--- config.mk ---
export PLATFORM = sky130hd
export DESIGN_NAME = gci_std_kmc_ps2_rx_fifo
export DESIGN_NICKNAME = d
export VERILOG_FILES = /design/src/rtl/gci_std_kmc_ps2_rx_fifo.sv
export SDC_FILE = /design/constraint.sdc
export NUM_CORES = 1
export LEC_CHECK = 0
export BUFFER_PORTS_ARGS = -buffer_cell sky130_fd_sc_hd__buf_2
export CAP_MARGIN = 20
export CORE_ASPECT_RATIO = 0.5
export CORE_UTILIZATION = 37
export CTS_BUF_LIST = sky130_fd_sc_hd__clkbuf_4 sky130_fd_sc_hd__clkbuf_8 sky130_fd_sc_hd__clkbuf_16
export CTS_CLUSTER_DIAMETER = 120
export DETAILED_ROUTE_END_ITERATION = 10
export SLEW_MARGIN = 20
export SYNTH_ARGS = -nofsm -noshare
export SYNTH_HDL_FRONTEND = slang
export SYNTH_SLANG_ARGS = --single-unit
--- constraint.sdc ---
create_clock -name iCLOCK -period 2.6 [get_ports iCLOCK]
set_input_delay 0.13 -clock iCLOCK [delete_from_list [all_inputs] [get_ports iCLOCK]]
set_output_delay 0.13 -clock iCLOCK [all_outputs]
set_load 0.03 [all_outputs]
--- src/rtl/gci_std_kmc_ps2_rx_fifo.sv ---
// ---------------------------------------------------------------------------
// gci_std_kmc_ps2_rx_fifo
//  PS/2 device-to-host receiver: pin synchroniser, glitch filter, frame FSM
//  with bit watchdog, and a first-word fall-through scancode FIFO with a
//  valid/ready read port.
//
//  Read handshake: oRD_VALID is high whenever the FIFO holds an entry and
//  oRD_DATA then shows the oldest scancode; the entry is consumed on every
//  rising iCLOCK edge where oRD_VALID and iRD_READY are both high.
//  iRD_READY has no effect while oRD_VALID is low.
//
//  Optional feature macro: GCI_STD_KMC_PS2_PARITY_CHECK_EN
//   defined   : frames with even parity over D7..D0,P are dropped and
//               reported on oERR_PARITY.
//   undefined : the parity bit is clocked through but ignored, and
//               oERR_PARITY is held at 0.
// ---------------------------------------------------------------------------
module gci_std_kmc_ps2_rx_fifo #(
    parameter int P_FILTER_CYCLES  = 1250,
    parameter int P_TIMEOUT_CYCLES = 50000,
    parameter int P_FIFO_DEPTH     = 8,
    parameter int P_FIFO_AW        = 3
) (
    input  logic                 iCLOCK,
    input  logic                 inRESET,
    input  logic                 iPS2_CLOCK,
    input  logic                 iPS2_DATA,
    output logic                 oRD_VALID,
    output logic [7:0]           oRD_DATA,
    input  logic                 iRD_READY,
    output logic [P_FIFO_AW:0]   oFIFO_COUNT,
    output logic                 oERR_PARITY,
    output logic                 oERR_FRAME,
    output logic                 oERR_TIMEOUT,
    output logic                 oERR_OVERFLOW
);

    localparam int LP_FILT_W = $clog2(P_FILTER_CYCLES + 1);
    localparam int LP_WDT_W  = $clog2(P_TIMEOUT_CYCLES + 1);
    localparam logic [LP_FILT_W-1:0] LP_FILT_LAST = LP_FILT_W'(P_FILTER_CYCLES - 1);
    localparam logic [LP_WDT_W-1:0]  LP_WDT_LAST  = LP_WDT_W'(P_TIMEOUT_CYCLES - 1);
    localparam logic [P_FIFO_AW:0]   LP_FULL      = (P_FIFO_AW + 1)'(P_FIFO_DEPTH);

    typedef enum logic [1:0] {
        ST_IDLE   = 2'd0,
        ST_DATA   = 2'd1,
        ST_PARITY = 2'd2,
        ST_STOP   = 2'd3
    } rxState_t;

    // ------------------------------------------------------------------
    // Input path
    // ------------------------------------------------------------------
    logic [1:0]           ps2ClockSync;
    logic [1:0]           ps2DataSync;
    logic                 clockFilt;
    logic                 dataFilt;
    logic                 clockFiltPrev;
    logic [LP_FILT_W-1:0] clockFiltCnt;
    logic [LP_FILT_W-1:0] dataFiltCnt;
    logic                 sampleEvent;

    // Two-flop synchronisers; both pins idle high so reset to 1.
    always_ff @(posedge iCLOCK) begin
        if (!inRESET) begin
            ps2ClockSync <= 2'b11;
            ps2DataSync  <= 2'b11;
        end else begin
            ps2ClockSync <= {ps2ClockSync[0], iPS2_CLOCK};
            ps2DataSync  <= {ps2DataSync[0], iPS2_DATA};
        end
    end

    // Clock filter: adopt the new level only after it has held for the full window.
    always_ff @(posedge iCLOCK) begin
        if (!inRESET) begin
            clockFilt    <= 1'b1;
            clockFiltCnt <= '0;
        end else if (ps2ClockSync[1] == clockFilt) begin
            clockFiltCnt <= '0;
        end else if (clockFiltCnt == LP_FILT_LAST) begin
            clockFilt    <= ps2ClockSync[1];
            clockFiltCnt <= '0;
        end else begin
            clockFiltCnt <= clockFiltCnt + 1'b1;
        end
    end

    // Data filter: same scheme as the clock filter.
    always_ff @(posedge iCLOCK) begin
        if (!inRESET) begin
            dataFilt    <= 1'b1;
            dataFiltCnt <= '0;
        end else if (ps2DataSync[1] == dataFilt) begin
            dataFiltCnt <= '0;
        end else if (dataFiltCnt == LP_FILT_LAST) begin
            dataFilt    <= ps2DataSync[1];
            dataFiltCnt <= '0;
        end else begin
            dataFiltCnt <= dataFiltCnt + 1'b1;
        end
    end

    // Delayed filtered clock for falling-edge detection.
    always_ff @(posedge iCLOCK) begin
        if (!inRESET) begin
            clockFiltPrev <= 1'b1;
        end else begin
            clockFiltPrev <= clockFilt;
        end
    end

    assign sampleEvent = clockFiltPrev & ~clockFilt;

    // ------------------------------------------------------------------
    // Frame FSM and watchdog
    // ------------------------------------------------------------------
    rxState_t            state;
    logic [2:0]          bitCnt;
    logic [7:0]          shiftReg;
    logic [LP_WDT_W-1:0] wdtCnt;
    logic                timeoutHit;
    logic                parityGood;
    logic                pushReq;
    logic [7:0]          pushData;
    logic                errFrame;
    logic                errTimeout;

`ifdef GCI_STD_KMC_PS2_PARITY_CHECK_EN
    logic                parityBit;
    logic                errParity;
    // Odd parity: data bits plus parity bit must contain an odd number of ones.
    assign parityGood  = ^{shiftReg, parityBit};
    assign oERR_PARITY = errParity;
`else
    assign parityGood  = 1'b1;
    assign oERR_PARITY = 1'b0;
`endif

    // The watchdog fires on the last allowed cycle and wins over a coincident sample.
    assign timeoutHit = (state != ST_IDLE) && (wdtCnt == LP_WDT_LAST);

    // Frame receiver: advances on sample events, aborted by the watchdog.
    always_ff @(posedge iCLOCK) begin
        if (!inRESET) begin
            state      <= ST_IDLE;
            bitCnt     <= 3'd0;
            shiftReg   <= 8'h00;
            wdtCnt     <= '0;
            pushReq    <= 1'b0;
            pushData   <= 8'h00;
            errFrame   <= 1'b0;
            errTimeout <= 1'b0;
`ifdef GCI_STD_KMC_PS2_PARITY_CHECK_EN
            parityBit  <= 1'b0;
            errParity  <= 1'b0;
`endif
        end else begin
            pushReq    <= 1'b0;
            errFrame   <= 1'b0;
            errTimeout <= 1'b0;
`ifdef GCI_STD_KMC_PS2_PARITY_CHECK_EN
            errParity  <= 1'b0;
`endif
            if (timeoutHit) begin
                state      <= ST_IDLE;
                wdtCnt     <= '0;
                errTimeout <= 1'b1;
            end else if (sampleEvent) begin
                wdtCnt <= '0;
                case (state)
                    ST_IDLE: begin
                        if (!dataFilt) begin
                            state  <= ST_DATA;
                            bitCnt <= 3'd0;
                        end
                    end
                    ST_DATA: begin
                        shiftReg[bitCnt] <= dataFilt;
                        bitCnt           <= bitCnt + 3'd1;
                        if (bitCnt == 3'd7) begin
                            state <= ST_PARITY;
                        end
                    end
                    ST_PARITY: begin
`ifdef GCI_STD_KMC_PS2_PARITY_CHECK_EN
                        parityBit <= dataFilt;
`endif
                        state <= ST_STOP;
                    end
                    ST_STOP: begin
                        state <= ST_IDLE;
                        if (!dataFilt) begin
                            errFrame <= 1'b1;
                        end else if (parityGood) begin
                            pushReq  <= 1'b1;
                            pushData <= shiftReg;
                        end else begin
`ifdef GCI_STD_KMC_PS2_PARITY_CHECK_EN
                            errParity <= 1'b1;
`endif
                        end
                    end
                    default: state <= ST_IDLE;
                endcase
            end else if (state != ST_IDLE) begin
                wdtCnt <= wdtCnt + 1'b1;
            end else begin
                wdtCnt <= '0;
            end
        end
    end

    assign oERR_FRAME   = errFrame;
    assign oERR_TIMEOUT = errTimeout;

    // ------------------------------------------------------------------
    // Scancode FIFO
    // ------------------------------------------------------------------
    logic [7:0]           fifoMem [P_FIFO_DEPTH];
    logic [P_FIFO_AW-1:0] wrPtr;
    logic [P_FIFO_AW-1:0] rdPtr;
    logic [P_FIFO_AW:0]   fifoCount;
    logic                 errOverflow;
    logic                 fifoEmpty;
    logic                 fifoFull;
    logic                 doPop;
    logic                 doPush;

    assign fifoEmpty = (fifoCount == '0);
    assign fifoFull  = (fifoCount == LP_FULL);
    assign doPop     = !fifoEmpty && iRD_READY;
    // A full FIFO still accepts a push when the head leaves in the same cycle.
    assign doPush    = pushReq && (!fifoFull || doPop);

    // Storage array; contents are never visible while empty, so no reset needed.
    always_ff @(posedge iCLOCK) begin
        if (doPush) begin
            fifoMem[wrPtr] <= pushData;
        end
    end

    // Pointers, occupancy and overflow pulse.
    always_ff @(posedge iCLOCK) begin
        if (!inRESET) begin
            wrPtr       <= '0;
            rdPtr       <= '0;
            fifoCount   <= '0;
            errOverflow <= 1'b0;
        end else begin
            errOverflow <= pushReq && !doPush;
            if (doPush) begin
                wrPtr <= wrPtr + 1'b1;
            end
            if (doPop) begin
                rdPtr <= rdPtr + 1'b1;
            end
            if (doPush && !doPop) begin
                fifoCount <= fifoCount + 1'b1;
            end else if (doPop && !doPush) begin
                fifoCount <= fifoCount - 1'b1;
            end
        end
    end

    assign oRD_VALID     = !fifoEmpty;
    assign oRD_DATA      = fifoEmpty ? 8'h00 : fifoMem[rdPtr];
    assign oFIFO_COUNT   = fifoCount;
    assign oERR_OVERFLOW = errOverflow;

endmodule

# Word level (Yosys, flattened, before mapping)
# Memory sizes are Yosys's and may differ from the RTL's. A register that Yosys moved wholly into a read port is not among the register bits.
# Cells that the tools add are included.
# totals
reg_bits	80
ram_bits	64
out_inout_bits	17
elab_cells	97
memories	1
# op_classes
add_sub_neg	8
order_cmp	2
n_eq_ne	12
n_mux	18
n_bitwise	9
n_reduce_logical	28
# mem_list
name	depth	width	rd	rd_clocked_by_memory_dff	wr	line_no	rtl
fifoMem	8	8	1	1	1	220	logic [7:0] fifoMem [P_FIFO_DEPTH];
# op_table
operator	n
$add 11x1->11 const B	2
$eq 11x11->1 const B	2
$add 16x1->16 const B	1
$eq 16x16->1 const B	1
$add 3x1->3 const B	3
$mux 3	3
$bwmux 8	1
$mux 4	2
$mux 8	1
$not 1->1	8
$pmux 2 s4	1
$reduce_and 4->1	2
$reduce_or 4->1	2
$logic_and 1x1->1	7
$mux 1	6
$pmux 3 s2	1
$reduce_and 3->1	2
$reduce_bool 2->1	3
$reduce_or 3->1	2
$add 4x1->4 const B	1
$eq 2x2->1 const B	2
$eq 4x4->1 const B	1
$logic_not 1->1	4
$logic_not 4->1	1
other kinds (14)	18

# Logic depth before layout (Yosys ltp)
# depth
depth_word	9
mapped_depth	11
depth_no_buf	11

# Worst setup path before layout
# Ideal clock, no wire load.
# synth_path
kind	reg2reg
startpoint	register fifoCount[0] (netlist: oFIFO_COUNT[0])
endpoint	register fifoCount[3] (netlist: oFIFO_COUNT[3])
setup_ns	0.076
arrival_ns	2.747
t_required_ns	2.524
setup_slack_ns	-0.222
stages_incl_launch_ff	12
path_buffers	0
synth_period_minus_slack_ns	2.822
cell_sequence	dfxtp_1 > nor4_4 > inv_1 > nand2_1 > ha_1 > inv_1 > ha_1 > a21o_1 > a21oi_1 > xnor2_1 > or3_1 > a21boi_0
# synth_via
elab_chain_cells	8
# synth_rtl
element	line_no	rtl
start, declared	223	logic [P_FIFO_AW:0] fifoCount;
start signal, assigned	259	fifoCount <= fifoCount + 1'b1;
start signal, assigned	261	fifoCount <= fifoCount - 1'b1;
$logic_not 4->1 (*)	230	assign fifoEmpty = (fifoCount == '0);
$logic_not 1->1 (*)	--	
net oRD_VALID	28	output logic oRD_VALID,
$logic_and 1x1->1 (*)	232	assign doPop = !fifoEmpty && iRD_READY;
$logic_or 1x1->1	234	assign doPush = pushReq && (!fifoFull || doPop);
$logic_and 1x1->1	234	
$logic_not 1->1	260	end else if (doPop && !doPush) begin
$logic_and 1x1->1	260	
$reduce_bool 2->1 (no line)	--	
# The timed path passes the listed nets; every way through them passes the cells marked *. The select of a mux whose other input is x is not followed.
# A chain may end at the register's enable or synchronous reset.

# Worst setup path after layout
# layout_path
startpoint	register fifoCount[3] (netlist: oFIFO_COUNT[3])
endpoint	register fifoCount[3] (netlist: oFIFO_COUNT[3])
# layout_via
elab_chain_cells	8
# layout_rtl
element
branches (longest 8 deep; another with $sub 4x1->4)
# Parallel ways; which one is timed is not known. The select of a mux whose other input is x is not followed.

==> flow_summary.json <==
{
  "post-route-min-period_ns": 2.36,
  "dp_slack_ns": 0.227,
  "core_area_mm2": 0.0156,
  "diodes": 0,
  "nets": 550,
  "slowest_stage": "dfxtp_2",
  "finish.utilization_pct": 44.9,
  "synth-main-ff-cell": "dfxtp_1",
  "cp-end-kind": "flip-flop",
  "synth_nets": 512,
  "worst_hold_slack_ns": 0.0607,
  "rsz0062_at_grt": "no",
  "yosysUniqueCellTypes": 43,
  "path_class": "flip-flop to flip-flop",
  "drc": 0,
  "worst_setup_path_start_kind": "flip-flop",
  "setup_tns_ns": 0,
  "grt_first_pass_wirelength_um": 17100,
  "synth_edf_count": 64,
  "grtUsageTotal_pct": 13.1,
  "critical_path.max_fanout": 6,
  "initial_utilization_pct": 38.5,
  "p_comb_share_pct": 15.8,
  "outcome": "complete, no violations",
  "h-tree-depth": 4,
  "path_clk_slew_ns": 0.06,
  "synth_area_mm2": 0.00601,
  "hold_viol": 0,
  "synthCells": 490,
  "fp-row-count": 32,
  "synth_largest_area_cell": "edfxtp_1",
  "clock_skew_ns": 0.00906,
  "layout-drive-gt1-share_pct": 17.2,
  "yosysMostFrequentCell": "dfxtp_1",
  "slowest_delay_ns": 0.35,
  "cts_setup_buffers": 0,
  "grt_max_degree": 25,
  "path_cells": "nor4_4 -> inv_2 -> nand2_2 -> ha_1 -> inv_1 -> ha_1 -> a21o_1 -> a21oi_1 -> xnor2_1 -> or3_1 -> a21boi_0",
  "via_per_inst": 4.78,
  "pin_count": 22,
  "vdd_drop_max_v": 0.000456,
  "powerDensity_mw_per_mm2": 835,
  "fin_crit_sh_pct": 90.9,
  "dieArea_mm2": 0.0168,
  "power.share.switching_pct": 27.3,
  "ys_seq_elements": 147,
  "cts_tree": "built",
  "synth_top_cell_area_share_pct": 32.0,
  "p_leak_nw": 2.42,
  "io_buffer_count": 20,
  "die_h_um": 92.1,
  "worstPathArrival_ns": 2.69,
  "crit_required_ns": 2.93,
  "vias": 3558,
  "wl_per_cell_um": 13.7,
  "async_flop_share_pct": 0,
  "gp_congestion": 0.726,
  "seqPwrFrac_pct": 42.3,
  "cap_violations": 0,
  "worst_pin_slew_ns": 0.618,
  "clkLatencyLatePin_ns": 0.40,
  "drtAntennaViolNets": 0,
  "cts_resized": 0,
  "grt.overflow.total": 0,
  "internal_power_w": 0.00425,
  "fill_cells": 1423,
  "fp.dieW_um": 182,
  "cts_buffers": 17,
  "yosys-top-cells-area": "edfxtp_1 32%, dfxtp_1 28%, mux4_2 6.0%",
  "synth_seq_area_share_pct": 59.6,
  "area_growth_pct": 16.6,
  "cp_common_cell": "ha_1",
  "regArea_mm2": 0.00359,
  "ys_warn_count": 0,
  "root_buffer": "clkbuf_16",
  "clock_path_buffers": 2,
  "wirelength_um": 10200,
  "setup_viol": 0,
  "drtPass1Iterations": 4,
  "multi_input_area_mm2": 0.00231,
  "hold_path.class": "input pin to flip-flop",
  "initialDrtViolationCount": 209,
  "antenna_found_initial": 0,
  "synth_area_per_cell_um2": 12.3,
  "fin_ws_ns": 0.236,
  "max_slew_margin_pct": 58.4,
  "hold_buffers": 2,
  "report.final.slew_viol_count": 0,
  "cts_sinks": 147,
  "grt_pass1_vias": 3437,
  "switching_power_w": 0.00160,
  "dpl.hpwl_um": 6560,
  "clkPwrFrac_pct": 41.9,
  "ys_top_cells_by_count": "83 x dfxtp_1, 64 x edfxtp_1, 63 x nor2_1",
  "fmax_ghz": 0.423
}
## worst paths after layout
path                                    start                     endpoint  slack [ns]  depth (start not counted)
setup / recovery  oFIFO_COUNT[3]$_SDFFE_PN0P_  oFIFO_COUNT[3]$_SDFFE_PN0P_        0.24                         11
hold / removal                      iRD_READY     oERR_OVERFLOW$_SDFF_PN0_        0.06                          4
setup reg to reg  oFIFO_COUNT[3]$_SDFFE_PN0P_  oFIFO_COUNT[3]$_SDFFE_PN0P_        0.24                         11
hold reg to reg     ps2DataSync[0]$_SDFF_PN1_    ps2DataSync[1]$_SDFF_PN1_        0.41                          1
## area by class of cell
type / instances / area share, %
clock buffer: 17 / 6.07
clock inverter: 15 / 2.45
timing repair buffer: 35 / 3.11
tap: 204 / 3.64
sequential: 147 / 51.2
multi-input combinational: 316 / 32.9
inverter: 11 / 0.589
## routing by layer
metal | wire length [um] | global-route usage (%) | vias to the layer above | part of all wire [%]
met2 | 4670 | 21.0 | 34 | 46
met3 | 286 | 3.26 | 2 | 2.8
li1 | - | - | 1812 | -
met1 | 5190 | 17.4 | 1710 | 51
met5 | 0 | 0 | - | 0
met4 | 40 | 3.99 | 0 | 0.39
## worst max-delay path, delay by kind of cell, from the launching register on
family          cells  cell delay [ns]
simple gates        3             0.70
compound gates      3             0.48
fa+ha+maj           2             0.47
flops               1             0.35
buf+inv             2             0.19
xor+xnor            1             0.09
## through the flow
stage / std cells / instance area (um2) / total power, W
3_5_place_dp: 711 / 6390 / 0.00347
6_report: 745 / 7010 / 0.00585
5_1_grt: 745 / 7010 / 0.00610
2_1_floorplan: 490 / 6020 / 0.00323
3_3_place_gp: 711 / 6390 / 0.00346
4_1_cts: 745 / 7010 / 0.00593
## state kept, by name, summed over array words and instances (netlist names), named ones only
| register | flops |
|---|---|
| bitCnt | 3 |
| clockFilt | 1 |
| clockFiltCnt | 11 |
| clockFiltPrev | 1 |
| dataFilt | 1 |
| dataFiltCnt | 11 |
| fifoMem | 64 |
| oERR_FRAME | 1 |
| oERR_OVERFLOW | 1 |
| oERR_TIMEOUT | 1 |
| oFIFO_COUNT | 4 |
| ps2ClockSync | 2 |
| ps2DataSync | 2 |
| pushData | 8 |
| pushReq | 1 |
| rdPtr | 3 |
| shiftReg | 8 |
| state | 2 |
| wdtCnt | 16 |
| wrPtr | 3 |
## cells in the final DEF (no fill, tap or decap), types with 6 or more instances in the layout
master	synthesis	routed
nand2b_1	10	10
nand4_1	6	6
dfxtp_1	83	79
edfxtp_1	64	64
nand3_1	27	27
buf_2	3	20
and2_1	9	9
xnor2_1	21	21
nand2_1	42	41
buf_4	2	13
mux4_2	16	16
and3_1	8	8
nor4_1	6	6
xor2_1	19	19
clkbuf_16	0	17
ha_1	16	16
inv_1	11	10
mux2i_1	30	30
nor2_1	63	63
nor3_1	7	7
## kinds of logic after synthesis
group,Yosys count,share of synthesized area (%)
adder cells (fa/ha/maj),17,3.66
flip-flops,147,59.6
multiplexers,46,11.0
AND/OR/NAND/NOR,197,16.2
XOR/XNOR,40,5.83
AO/OA/AOI/OAI,15,1.64
buffers and inverters,27,2.00
other,1,0.0624
## power by group through the flow
stage	clock, W	sequential [W]	combinational (W)
after floorplan	0	0.00255	0.000675
after global placement	0	0.00252	0.000939
after detailed placement	0	0.00253	0.000944
after CTS	0.00251	0.00248	0.000948
after global routing	0.00263	0.00248	0.00100
final	0.00245	0.00247	0.000925
Power figures use the tool's default switching activity.
